==> config.mk <==
export PLATFORM = sky130hd
export DESIGN_NAME = uart_event_tx
export DESIGN_NICKNAME = d
export VERILOG_FILES = /design/src/rtl/uart_event_tx.sv
export SDC_FILE = /design/constraint.sdc
export NUM_CORES = 1
export LEC_CHECK = 0
export ABC_AREA = 1
export CORE_ASPECT_RATIO = 1.75
export CORE_MARGIN = 2
export CORE_UTILIZATION = 55
export CTS_CLUSTER_DIAMETER = 30
export DETAILED_ROUTE_END_ITERATION = 16
export GPL_TIMING_DRIVEN = 0
export MAX_ROUTING_LAYER = met4
export PLACE_DENSITY = 0.82
export SYNTH_ARGS = -nofsm -noshare
export SYNTH_HDL_FRONTEND = slang
export SYNTH_SLANG_ARGS = --single-unit
==> constraint.sdc <==
create_clock -name clk -period 2.7 [get_ports clk]
set_input_delay 0.405 -clock clk [delete_from_list [all_inputs] [get_ports clk]]
set_output_delay 0.405 -clock clk [all_outputs]
set_load 0.05 [all_outputs]
==> src/rtl/uart_event_tx.sv <==
// Multi-channel event reporter: rising edges on ev_in queue CODE_BASE+i bytes, sent as UART frames.
// Define UART_EVT_PARITY_EN to add an even-parity bit (11-bit frame); default is 8N1.
module uart_event_tx #(
   parameter int unsigned CLK_HZ     = 100_000_000,
   parameter int unsigned BAUD       = 9600,
   parameter int unsigned OSR        = 16,
   parameter int unsigned N_CH       = 6,
   parameter int unsigned FIFO_DEPTH = 8,
   parameter logic [7:0]  CODE_BASE  = 8'h41
) (
   input  logic                                  clk,
   input  logic                                  rst,
   input  logic [N_CH-1:0]                       ev_in,
   input  logic                                  clr_ovf,
   output logic                                  tx,
   output logic                                  tx_busy,
   output logic [$clog2(FIFO_DEPTH+1)-1:0]       fifo_cnt,
   output logic                                  ovf
);

   localparam int unsigned DIV_RAW = CLK_HZ / (BAUD * OSR);
   localparam int unsigned DIV     = (DIV_RAW < 1) ? 1 : DIV_RAW;
   localparam int unsigned DW      = (DIV > 1) ? $clog2(DIV) : 1;
   localparam int unsigned OW      = (OSR > 1) ? $clog2(OSR) : 1;
   localparam int unsigned PW      = (FIFO_DEPTH > 1) ? $clog2(FIFO_DEPTH) : 1;
   localparam int unsigned CW      = $clog2(FIFO_DEPTH + 1);

   typedef enum logic [2:0] {
      S_IDLE,
      S_START,
      S_DATA,
`ifdef UART_EVT_PARITY_EN
      S_PARITY,
`endif
      S_STOP
   } state_t;

   state_t          state;
   logic [DW-1:0]   div_cnt;
   logic            tick;
   logic [OW-1:0]   os_cnt;
   logic            bit_end;
   logic [7:0]      data;
   logic [2:0]      bit_idx;

   logic [N_CH-1:0] ev_d;
   logic [N_CH-1:0] pend;
   logic [N_CH-1:0] ev_rise;
   logic [N_CH-1:0] grant;
   logic            push;
   logic [7:0]      push_code;
   logic            pop;
   logic            full;

   logic [7:0]      mem [FIFO_DEPTH];
   logic [PW-1:0]   wr_ptr;
   logic [PW-1:0]   rd_ptr;

   // Free-running baud tick divider.
   always_ff @(posedge clk or posedge rst) begin
      if (rst) begin
         div_cnt <= '0;
         tick    <= 1'b0;
      end else if (div_cnt == DW'(DIV - 1)) begin
         div_cnt <= '0;
         tick    <= 1'b1;
      end else begin
         div_cnt <= div_cnt + 1'b1;
         tick    <= 1'b0;
      end
   end

   assign full    = (fifo_cnt == CW'(FIFO_DEPTH));
   assign pop     = (state == S_IDLE) && (fifo_cnt != '0);
   assign bit_end = tick && (os_cnt == OW'(OSR - 1));
   assign tx_busy = (state != S_IDLE);

   // Lowest-index pending channel wins; at most one push per cycle.
   always_comb begin
      ev_rise   = ev_in & ~ev_d;
      grant     = '0;
      push      = 1'b0;
      push_code = '0;
      if (!full) begin
         for (int unsigned i = 0; i < N_CH; i++) begin
            if (pend[i] && !push) begin
               grant[i]  = 1'b1;
               push      = 1'b1;
               push_code = CODE_BASE + 8'(i);
            end
         end
      end
   end

   always_ff @(posedge clk or posedge rst) begin
      if (rst) begin
         ev_d <= '0;
         pend <= '0;
         ovf  <= 1'b0;
      end else begin
         ev_d <= ev_in;
         pend <= (pend & ~grant) | ev_rise;
         if (|(ev_rise & pend & ~grant))
            ovf <= 1'b1;
         else if (clr_ovf)
            ovf <= 1'b0;
      end
   end

   always_ff @(posedge clk) begin
      if (push)
         mem[wr_ptr] <= push_code;
   end

   always_ff @(posedge clk or posedge rst) begin
      if (rst) begin
         wr_ptr   <= '0;
         rd_ptr   <= '0;
         fifo_cnt <= '0;
      end else begin
         if (push)
            wr_ptr <= wr_ptr + 1'b1;
         if (pop)
            rd_ptr <= rd_ptr + 1'b1;
         case ({push, pop})
            2'b10:   fifo_cnt <= fifo_cnt + 1'b1;
            2'b01:   fifo_cnt <= fifo_cnt - 1'b1;
            default: fifo_cnt <= fifo_cnt;
         endcase
      end
   end

   // tx is updated on the same edge as the state so the line never glitches.
   always_ff @(posedge clk or posedge rst) begin
      if (rst) begin
         state   <= S_IDLE;
         tx      <= 1'b1;
         data    <= '0;
         bit_idx <= '0;
         os_cnt  <= '0;
      end else begin
         if (state != S_IDLE && tick)
            os_cnt <= bit_end ? '0 : os_cnt + 1'b1;
         case (state)
            S_IDLE: begin
               tx <= 1'b1;
               if (pop) begin
                  data   <= mem[rd_ptr];
                  os_cnt <= '0;
                  tx     <= 1'b0;
                  state  <= S_START;
               end
            end
            S_START: begin
               if (bit_end) begin
                  bit_idx <= '0;
                  tx      <= data[0];
                  state   <= S_DATA;
               end
            end
            S_DATA: begin
               if (bit_end) begin
                  if (bit_idx == 3'd7) begin
`ifdef UART_EVT_PARITY_EN
                     tx    <= ^data;
                     state <= S_PARITY;
`else
                     tx    <= 1'b1;
                     state <= S_STOP;
`endif
                  end else begin
                     bit_idx <= bit_idx + 3'd1;
                     tx      <= data[3'(bit_idx + 3'd1)];
                  end
               end
            end
`ifdef UART_EVT_PARITY_EN
            S_PARITY: begin
               if (bit_end) begin
                  tx    <= 1'b1;
                  state <= S_STOP;
               end
            end
`endif
            S_STOP: begin
               if (bit_end)
                  state <= S_IDLE;
            end
            default: begin
               tx    <= 1'b1;
               state <= S_IDLE;
            end
         endcase
      end
   end

endmodule

Yosys cells after proc, flatten, opt, wreduce, memory -nomap -nowiden:

Memory sizes are Yosys's and may differ from the RTL's. A register that Yosys moved wholly into a read port is not among the register bits.
Cells that the tools add are included.

* eq/ne operators: 15
* bitwise gates (word level): 8
* reduce and logical (&&, ||, !) cells: 24
* multiplexer cells: 52
* order comparisons: 1
* $add $sub $neg: 7

Operators with widths (number)
* two-way mux 8 bit: 6
* two-way mux 1 bit: 27
* AND 6 bit: 4
* two-way mux 3 bit: 7
* two-way mux 4 bit: 4
* != test 2 bit (second input constant): 6
* NOT 6 bit: 2
* case mux 3 bit (4 select lines): 1
* adder 10 x 1 -> 10 bit (second input constant): 1
* equality test 10 bit (second input constant): 1
* two-way mux 10 bit: 1
* adder 3 x 1 -> 3 bit (second input constant): 3
* adder 4 x 1 -> 4 bit (second input constant): 2
* equality test 4 bit (second input constant): 2
* logical AND 1 bit: 8
* case mux 4 bit (2 select lines): 1
* two-way mux 7 bit: 1
* equality test 3 x 2 -> 1 bit (second input constant): 2
* two-way mux 6 bit: 1
* bitwise OR 6 bit: 1
* case mux 3 bit (2 select lines): 1
* nonzero test 2 bit: 3
* OR reduction 6 bit: 1
* zero test 1 bit: 5
* other kinds (16): 16

* bits in writable memories: 64
* register bits: 45
* input bits: 9
* memories kept: 1

Memories
* mem: words 8, bits a word 8, read ports 1, clocked after memory_dff 1, wr ports 1, RTL line 55 `logic [7:0] mem [FIFO_DEPTH];`

Logic depth before layout (Yosys ltp):

* word-level depth: 26
* gate-level depth with buffers: 14
* mapped depth without buffers: 14

Worst setup path after synthesis:

No wires, ideal clock.

* kind: flip-flop to flip-flop
* from: register fifo_cnt[1]
* to: register fifo_cnt[2]
* cell stages (with the launch flop): 12
* setup slack: 0.480 ns
* buffers on the path: 0
* arrival time: 2.092 ns
* data required time: 2.572 ns
* library setup time: 0.128 ns
* period minus slack after synthesis: 2.220 ns
* path through: dfrtp_1 -> nor2_2 -> nand3_2 -> o21ai_4 -> ha_1 -> nand2_1 -> inv_1 -> nor2_1 -> ha_1 -> a21oi_1 -> xor2_1 -> o21ai_0

* cells in the longest elaborated chain, start to end: 4
* elaborated cells between the ends (all ways): 10
* those cells by class: add/sub: 2; eq/ne: 3; mux: 2; reduce/logical: 3

Ends and longest elaborated chain
* start: declaration: RTL line 17 `output logic [$clog2(FIFO_DEPTH+1)-1:0] fifo_cnt,`
* start signal: assignment: RTL line 126 `2'b10: fifo_cnt <= fifo_cnt + 1'b1;`
* start signal: assignment: RTL line 127 `2'b01: fifo_cnt <= fifo_cnt - 1'b1;`
* start signal: assignment: RTL line 128 `default: fifo_cnt <= fifo_cnt;`
* equality test 4 bit / nonzero test 4 bit (equally long branches): RTL line 73, 74
* two-way mux 1 bit / logical AND 1 bit (equally long branches): RTL line 84, 74
* equality test 2 x 1 -> 1 bit / equality test 2 bit (equally long branches): RTL line 125 `case ({push, pop})`
* case mux 4 bit (2 select lines) / nonzero test 2 bit (equally long branches)

Several ways; a longest one is shown, not always the timed one.
A chain may end at the register's enable or synchronous reset.

Worst setup path in the final report:

* from: register state[0]
* to: output port tx_busy

* cells in the longest elaborated chain, start to end: 1

Ends and longest elaborated chain
* start: declaration: RTL line 38 `state_t state;`
* start signal: assignment: RTL line 136 `state <= S_IDLE;`
* start signal: assignment: RTL line 151 `state <= S_START;`
* start signal: assignment: RTL line 158 `state <= S_DATA;`
* nonzero test 3 bit: RTL line 76 `assign tx_busy = (state != S_IDLE);`
* end: declaration: RTL line 16 `output logic tx_busy,`

Every way passes these cells.

==> out/metrics.csv <==
metric,value,unit
status,completed,
"EDFF count, synth",32,
Clock Sink Count,80,
ANT cells,0,
initial antenna violation count,0,
sequential area share after synthesis,57.6,%
Switching Fraction,32.1,%
Post-CTS Setup Bufs,0,
Yosys top cell by area,dfrtp_1,
CTS Buffer Depth,2,
delay of the slowest critical-path stage,790,ps
WL/cell,13.6,um
CP Data Arrival Time,1990,ps
DR iter-0 viols,144,
core box area,6590,um2
Pins Over Slew Limit,0,
placed cell count,497,
worst hold path class,in2async,
clock root buffer,clkbuf_16,
Final min period,2390,ps
DR pass1 iterations,5,
synth unique cells,32,
CP Launch Point,state[0]$_DFFE_PP0P_,
Worst VDD drop,0.600,mV
HPWL Detailed,5120,um
CTS tree,done,
RSZ-0062 raised after global routing,no,
Max Cap Violations,0,
DRC,0,
Die Span Y,113,um
R2R Setup Slk,320,ps
register bit count reported by yosys,80,
die area,7530,um2
crit share post-route,88.6,%
Tot GR Track Use,21.3,%
share of layout cells above drive strength 1,7.89,%
residual overflow from global routing,0,
Most common cell on crit path,inv_1,
Final setup viols,0,
Ys Warns,0,
Worst R2R Path Depth,12,
io pins,16,
dpl ws,366,ps
Slew HR,54.3,%
cell area power density,854,nW/um2
Final #Nets,450,
GP Congestion,0.835,
final worst slack,309,ps
Critical Path Source Type,register,
total number of vias,2738,
IO buf count,15,
Final Hold Vio Count,0,
CP endpoint kind,output port,
clock-pin slew on the worst setup and hold paths,60,ps
WL final,7000,um
largest net degree at the start of global routing,29,
Synth top area share,31.3,%
Worst Setup EP,tx_busy,
Sw Pwr,1.18,mW
sequential share of power,47.1,%
Gate Count Post-Synth,399,
Antenna Nets Post-Route,0,
RR Endpoint,fifo_cnt[2]$_DFFE_PP0P_,
Slowest cell on crit path,clkdlybuf4s50_1,
cts hold-fix bufs,0,
P_int,2.49,mW
Die Wd,66.5,um
cell breakdown of the critical path,inv_1 > ha_1 > inv_1 > clkdlybuf4s50_1,
first-pass GRT wire length,11800,um
Async SR Flop Fraction,60.0,%
Setup CP Type,reg2out,
Least-Margin Pin Slew,685,ps
placed inst area,4030,um2
post-synthesis cell area,3760,um2
fillers,489,
crit path max fanout,6,
Vias per Instance,5.34,
"Area growth, synth to finish",14.4,%
setup tns final,0,ps
CTS resizes,0,
final setup skew,7.94,ps
Max Clock Freq,0.418,GHz
Post-Route Utilization,65.2,%
CTS H-tree depth,3,
placement row count,39,
Mapped Nets,423,
static leakage,1.88,nW
Comb power frac,23.5,%
reg-to-reg startpoint,state[1]$_DFFE_PP0P_,
clock power share,29.4,%
vias in the first global route,2748,
Num CTS Buffers,9,
non-filler instance count after layout,513,
largest cells by area after synthesis,"dfrtp_1, edfxtp_1, nand2_1",
mean post-synth cell area,9.42,um2
Worst EP required,2300,ps
most common flop cell mapped by yosys,dfrtp_1,
later-pin clock latency in the skew report,330,ps
Initial Util,57.0,%
design area,4300,um2
routing by layer:
layer | part of all wire (%) | wire length [um] | global-route usage, %
met5 | 0 | 0 | -
met4 | 1.9 | 136 | 9.12
met3 | 2.9 | 201 | 4.87
met2 | 57 | 3980 | 38.3
met1 | 38 | 2680 | 21.4
power by group through the flow:
stage	sequential, mW	combinational [mW]	clock, mW
floorplan	1.83	0.506	0
global placement	1.73	0.827	0
detailed placement	1.75	0.866	0
CTS	1.73	0.874	1.10
global route	1.75	0.963	1.15
finish	1.73	0.863	1.08
sequential cells by signal, summed over array words and instances (netlist names), 4 cells and up:
signal	count
data	4
div_cnt	10
ev_d	6
fifo_cnt	4
mem	32
os_cnt	4
pend	6
critical path, delay by kind of cell (launching register included):
kind | cells | cell delay, ps
adders and majority gates | 1 | 280
DFF | 1 | 420
buffers and inverters | 3 | 950
area by class of cell:
type | instances | area [um2] | share of cell area (%)
Sequential cell | 80 | 2160 | 50.3
Timing Repair Buffer | 16 | 170 | 3.96
Buffer | 4 | 18.8 | 0.437
Multi-Input combinational cell | 268 | 1400 | 32.5
Clock buffer | 12 | 246 | 5.74
Inverter | 47 | 179 | 4.16
Clock inverter | 4 | 21.3 | 0.495
Tap cell | 82 | 103 | 2.39
cells in the final DEF (no fill, tap or decap), types with 2 or more instances in the layout:
master / instances
xnor2_1: 4
clkdlybuf4s50_1: 15
nand4_1: 6
inv_1: 41
xor2_1: 9
clkinv_2: 2
dfrtp_1: 47
a21oi_1: 11
o21ai_0: 27
buf_2: 3
inv_2: 5
nor2_1: 72
clkbuf_1: 3
nor3_1: 6
ha_1: 15
o211ai_1: 4
nand2_2: 3
nand3_1: 25
edfxtp_1: 32
clkbuf_16: 9
nor3b_1: 2
nand2_1: 73
synth_stat cells, types with 6 or more instances:
| master | n |
|---|---|
| a21oi_1 | 11 |
| dfrtp_1 | 47 |
| edfxtp_1 | 32 |
| ha_1 | 15 |
| inv_1 | 42 |
| nand2_1 | 73 |
| nand3_1 | 25 |
| nand4_1 | 6 |
| nor2_1 | 72 |
| nor3_1 | 6 |
| o21ai_0 | 27 |
| xor2_1 | 9 |
logic make-up after synthesis:
| group | share of synthesized area, % |
|---|---|
| AOI/OAI and AO/OA | 7.09 |
| xor gates and xnor gates | 3.03 |
| adders and majority gates | 5.00 |
| buffers and inverters | 5.26 |
| DFF | 57.6 |
| muxes | 0.300 |
| and+or+nand+nor | 21.7 |
stage by stage:
stage          total power [mW]  hold WS [ps]
2_1_floorplan              2.34           425
3_3_place_gp               2.56           437
3_5_place_dp               2.61           447
4_1_cts                    3.70           422
5_1_grt                    3.86           459
6_report                   3.67           416
worst min path at each step:
stage,from,to,cells past startpoint,slack [ps]
2_1_floorplan,ev_d[3]$_DFF_PP0_,pend[3]$_DFF_PP0_,1,430
3_3_place_gp,ev_d[2]$_DFF_PP0_,pend[2]$_DFF_PP0_,1,440
3_5_place_dp,ev_d[0]$_DFF_PP0_,pend[0]$_DFF_PP0_,1,450
4_1_cts,rst,fifo_cnt[2]$_DFFE_PP0P_,2,420
5_1_grt,rst,bit_idx[2]$_DFFE_PP0P_,2,460
6_report,rst,fifo_cnt[2]$_DFFE_PP0P_,2,420
Note: power is estimated with default switching activity, not from simulation.
